## src/rtl/ibex_regfile_resync.sv

```systemverilog
// Register-file resynchronisation sequencer: copies or compares registers 1..N-1
// between a healthy source file and a destination file after a lockstep setback.
module ibex_regfile_resync #(
  parameter bit          RV32E     = 1'b0,
  parameter int unsigned DataWidth = 32
) (
  input  logic                 clk_i,
  input  logic                 rst_ni,
  input  logic                 start_i,
  input  logic                 mode_i,
  input  logic                 abort_i,
  output logic                 busy_o,
  output logic                 done_o,
  output logic                 mismatch_o,
  output logic [4:0]           mismatch_addr_o,
  output logic [4:0]           src_raddr_o,
  input  logic [DataWidth-1:0] src_rdata_i,
  output logic [4:0]           dst_raddr_o,
  input  logic [DataWidth-1:0] dst_rdata_i,
  output logic [4:0]           dst_waddr_o,
  output logic [DataWidth-1:0] dst_wdata_o,
  output logic                 dst_we_o
);

  localparam int unsigned AddrWidth = RV32E ? 4 : 5;
  localparam logic [4:0]  LastAddr  = 5'((1 << AddrWidth) - 1);

  typedef enum logic [1:0] {
    IDLE,
    RUN,
    DRAIN,
    DONE
  } state_e;

  state_e               state_q, state_d;
  logic [4:0]           cnt_q;
  logic [4:0]           addr_q;
  logic [4:0]           mm_addr_q;
  logic [DataWidth-1:0] src_q, dst_q;
  logic                 v_q, mode_q, mm_q;
  logic                 active, accept, stage2;

  assign active = (state_q == RUN) || (state_q == DRAIN);
  assign accept = (state_q == IDLE) && start_i && !abort_i;
  // Stage 2 is suppressed in an abort cycle so nothing commits while terminating.
  assign stage2 = v_q && active && !abort_i;

  always_comb begin
    state_d = state_q;
    unique case (state_q)
      IDLE:    if (accept) state_d = RUN;
      RUN: begin
        if (abort_i)                state_d = IDLE;
        else if (cnt_q == LastAddr) state_d = DRAIN;
      end
      DRAIN:   state_d = abort_i ? IDLE : DONE;
      DONE:    state_d = IDLE;
      default: state_d = IDLE;
    endcase
  end

  always_ff @(posedge clk_i or negedge rst_ni) begin
    if (!rst_ni) begin
      state_q <= IDLE;
    end else begin
      state_q <= state_d;
    end
  end

  always_ff @(posedge clk_i or negedge rst_ni) begin
    if (!rst_ni) begin
      cnt_q     <= '0;
      addr_q    <= '0;
      src_q     <= '0;
      dst_q     <= '0;
      v_q       <= 1'b0;
      mode_q    <= 1'b0;
      mm_q      <= 1'b0;
      mm_addr_q <= '0;
    end else begin
      if (accept) begin
        mode_q    <= mode_i;
        mm_q      <= 1'b0;
        mm_addr_q <= '0;
        cnt_q     <= 5'd1;
      end

      if ((state_q == RUN) && !abort_i) begin
        addr_q <= cnt_q;
        src_q  <= src_rdata_i;
        dst_q  <= dst_rdata_i;
        v_q    <= 1'b1;
        cnt_q  <= cnt_q + 5'd1;
      end else begin
        v_q <= 1'b0;
      end

      if (stage2 && mode_q && (src_q != dst_q) && !mm_q) begin
        mm_q      <= 1'b1;
        mm_addr_q <= addr_q;
      end
    end
  end

  assign busy_o          = active;
  assign done_o          = (state_q == DONE);
  assign mismatch_o      = mm_q;
  assign mismatch_addr_o = mm_addr_q;
  assign src_raddr_o     = (state_q == RUN) ? cnt_q : '0;
  assign dst_raddr_o     = (state_q == RUN) ? cnt_q : '0;
  assign dst_we_o        = stage2 && !mode_q;
  assign dst_waddr_o     = addr_q;
  assign dst_wdata_o     = src_q;

endmodule

```

## config.mk

```make
export PLATFORM = sky130hd
export DESIGN_NAME = ibex_regfile_resync
export DESIGN_NICKNAME = d
export VERILOG_FILES = /design/src/rtl/ibex_regfile_resync.sv
export SDC_FILE = /design/constraint.sdc
export NUM_CORES = 1
export LEC_CHECK = 0
export CORE_MARGIN = 4
export CORE_UTILIZATION = 51
export CTS_BUF_LIST = sky130_fd_sc_hd__clkbuf_4 sky130_fd_sc_hd__clkbuf_8
export DETAILED_ROUTE_END_ITERATION = 6
export HOLD_SLACK_MARGIN = 0.08
export PLACE_DENSITY = 0.88
export SLEW_MARGIN = 20
export SYNTH_ARGS = -nofsm -noshare
export SYNTH_HDL_FRONTEND = slang
export SYNTH_SLANG_ARGS = --single-unit
```

## constraint.sdc

```tcl
create_clock -name clk_i -period 2.4 [get_ports clk_i]
set_input_delay 0.48 -clock clk_i [delete_from_list [all_inputs] [get_ports clk_i]]
set_output_delay 0.48 -clock clk_i [all_outputs]
set_load 0.01 [all_outputs]
```

==> reports/qor.yml, run 1 <==
run_status:
  status: "complete, no violations"
floorplanning:
  die_w_um: 93.8
  die-area_sq_mm: 0.00880
  start_util_pct: 52.1
  rows: 31
  core_area_sq_mm: 0.00721
  die_h_um: 93.8
  num_io_pins: 125
yosys:
  yosys.area_share.simple_pct: 26.2
  synth-edff-count: 0
  synth_xor_xnor_area_share_pct: 7.69
  synth-compound-area-share_pct: 2.37
  synth_top_family_by_area: "simple AND/OR/NAND/NOR gates"
  async_reset_ff_share_pct: 100
  ys_warn_count: 0
  yosys_most_used_dff: "dfrtp_1"
  ys_ff_latch: 84
  synth_cell_types: 28
  synthCells: 417
  yosysSeqAreaShare_pct: 56.0
  syn-num-nets: 493
  synthAdderAreaFrac_pct: 2.33
  synthesis.area_sq_mm: 0.00376
  yosys-mux-area-fraction_pct: 1.63
  syn_avg_cell_area_sq_um: 9.01
layout:
  design_area_sq_mm: 0.00531
  multi_input_area_sq_mm: 0.00153
  area_delta_synth_final_pct: 41.5
  num-fill-cells: 553
  regArea_sq_mm: 0.00210
  nets: 613
  num_antenna_cells: 0
  instances_no_fill: 640
  final_common_cell: "nand2_1"
  layout-drive-gt1-share_pct: 5.91
  layout_common_cells: "nand2_1 (214), clkdlybuf4s50_1 (122), dfrtp_1 (84), xor2_1 (32), clkbuf_8 (10)"
clock_network:
  numClockSinks: 84
  clkLatencyLatePin_ns: 0.34
  cts_buffers: 9
  cts_root_buffer: "clkbuf_8"
  clkTransAtPathRegs_ns: 0.08
  cts_max_path_buffers: 2
  htree_levels: 3
  cts_tree: "done"
route:
  via_count: 3078
  drt-initial-drc-count: 116
  dr_wl_met3_um: 551
  wl_per_cell_um: 14.2
  ant_nets: 0
  via_per_inst: 4.81
  wl_met2_um: 4500
  drt-total-wl_um: 9110
  routed.top_layer: "met4"
  wl_met1_um: 3990
  drc_errors: 0
  first_pass_iters: 4
setup_path:
  path_buf_inv: 2
  endpoint: "src_raddr_o[1]"
  reg2reg_from: "state_q[0]$_DFFE_PN0P_"
  ff2ff_path_depth: 6
  max_stage_delay_ns: 0.55
  ff2ff_setup_slack_ns: 0.50
  crit_arrival_ns: 1.79
  cp_data_required_time_ns: 1.92
  crit_slowest_cell: "clkdlybuf4s50_1"
  critPathLaunchType: "flip-flop"
  crit_path_start: "state_q[1]$_DFFE_PN0P_"
  path_cells: "inv_1 > ha_4 > and2_1 > clkdlybuf4s50_1"
  cp.depth: 4
  worstPathMaxFanout: 9
  timing.rr.end: "mismatch_addr_o[1]$_DFFE_PN0P_"
  cp_top_family: "buffers and inverters"
  crit_type: "reg -> out"
  endpoint_kind: "output pin"
power:
  powerDensity_mw_per_mm2: 1210
  ir_worst_vdd_uv: 643
  pwr-share-comb_pct: 44.1
  p_int_mw: 3.99
  sw_frac_of_total_pct: 37.8
  p_switching_mw: 2.43
  p_leak_nw: 2.66
  clkPwrFrac_pct: 15.4
  seqPwrFrac_pct: 40.5
timing:
  tns_ns: 0
  setup_viol: 0
  min_period_ns: 2.27
  max_slew.worst_pin.slew_ns: 0.563
  clock.fmax_mhz: 440
  period_share_pct: 94.6
  finalWorstSetupSlack_ns: 0.129
  slew_headroom_pct: 62.4
  finalClockSkew_ns: 0.0117
  maxSlewViolCount: 0
  rsz0062_at_grt: "no"
  final_hold_viol_count: 0
global_route:
  grt_usage_pct: 21.3
  grt.overflow.total: 0
  grt_antenna_before_repair: 0
  grt_pass1_vias: 3130
  grt_first_pass_wirelength_um: 14800
  grt_max_degree: 69
placed_design:
  placed_cells: 624
  dp_slack_ns: 0.165
  gp_congestion: 0.804
  port_buffers: 124
  post_dp_cell_area_sq_mm: 0.00510
  post-dp-hpwl_um: 6780
min_path:
  hold_class: "in -> async"
flow_run:
  maxCapViolCount: 0
[flip-flops by register name (all words and copies together) (netlist names)]
register         count
cnt_q                5
dst_q               32
dst_wdata_o         32
mismatch_addr_o      5
dst_waddr_o          5
mode_q               1
v_q                  1
state_q              2
mismatch_o           1
[power by group through the flow]
stage          sequential, mW  clock, mW  combinational (mW)
6_report                 2.60      0.987                2.83
5_1_grt                  2.68       1.06                3.15
4_1_cts                  2.60       1.01                2.85
3_5_place_dp             2.62          0                2.83
3_3_place_gp             2.58          0                2.73
2_1_floorplan            2.65          0                1.41
[final cells by class]
class                   instances  area share (%)
flip-flops and latches         84            39.6
multi-input cells             302            28.7
repair buffers                131            25.1
clock buffers                  11            2.73
well taps                      99            2.33
clock inverters                 4           0.942
inverters                       9           0.636
[synth_stat cells (3+ instances only)]
master / instances / share of area, %
o21ai_1: 5 / 0.67
mux2i_1: 5 / 1.3
clkbuf_1: 9 / 0.90
nand4_1: 3 / 0.50
and2_1: 5 / 0.83
nand3_1: 3 / 0.40
nor4_2: 4 / 1.3
ha_1: 7 / 2.3
nand2_1: 214 / 21
buf_4: 5 / 1.0
buf_1: 3 / 0.30
nor2_1: 4 / 0.40
dfrtp_1: 84 / 56
buf_2: 5 / 0.67
nor4_1: 4 / 0.67
inv_1: 8 / 0.80
a21oi_1: 3 / 0.40
o21ai_0: 5 / 0.67
xor2_1: 32 / 7.5
[cell families (layout without fill, tap and decap cells)]
| kind of cell | after synthesis | count (layout) |
|---|---|---|
| xor+xnor | 33 | 33 |
| fa+ha+maj | 7 | 7 |
| buf+inv | 31 | 155 |
| simple gates | 241 | 241 |
| compound gates | 15 | 15 |
| mux | 6 | 6 |
| flops | 84 | 84 |
[per-layer routing]
metal	up-vias	GRT usage, %
li1	1522	-
met1	1450	29.1
met2	99	34.9
met3	7	3.77
met4	0	6.38
met5	-	0
[per-stage QoR]
step	power (mW)	utilization, %	hold slack, ns
6_report	6.42	73.7	0.129
5_1_grt	6.90	73.7	0.154
4_1_cts	6.46	73.4	0.134
3_5_place_dp	5.45	70.6	0.485
3_3_place_gp	5.31	70.6	0.477
2_1_floorplan	4.07	-	0.184
[timing repair]
item                                    CTS  global route
buffers inserted                          0             1
gates resized for setup                   1             2
hold buffers                              0             0
endpoints found under the setup margin    2             8
hold endpoints to repair                  0             0
[how the worst min path moves through the flow]
stage | start | to | slack, ns | cells after the start
3_5_place_dp | dst_q[18]$_DFFE_PN0P_ | dst_q[18]$_DFFE_PN0P_ | 0.48 | 2
4_1_cts | rst_ni | dst_wdata_o[2]$_DFFE_PN0P_ | 0.13 | 1
5_1_grt | rst_ni | dst_wdata_o[2]$_DFFE_PN0P_ | 0.15 | 1
6_report | rst_ni | dst_wdata_o[2]$_DFFE_PN0P_ | 0.13 | 1
2_1_floorplan | rst_ni | cnt_q[0]$_DFFE_PN0P_ | 0.18 | 0
3_3_place_gp | dst_q[29]$_DFFE_PN0P_ | dst_q[29]$_DFFE_PN0P_ | 0.48 | 2
Note: power is estimated with default switching activity, not from simulation.
==> run 2, diff against run 1 <==
--- a/config.mk
+++ b/config.mk
@@ -11,7 +11,6 @@
 export DETAILED_ROUTE_END_ITERATION = 6
 export HOLD_SLACK_MARGIN = 0.08
 export PLACE_DENSITY = 0.88
-export SLEW_MARGIN = 20
 export SYNTH_ARGS = -nofsm -noshare
 export SYNTH_HDL_FRONTEND = slang
 export SYNTH_SLANG_ARGS = --single-unit
==> results of run 2 <==
Final layout, timing and power as in run 1 (identical DEF).
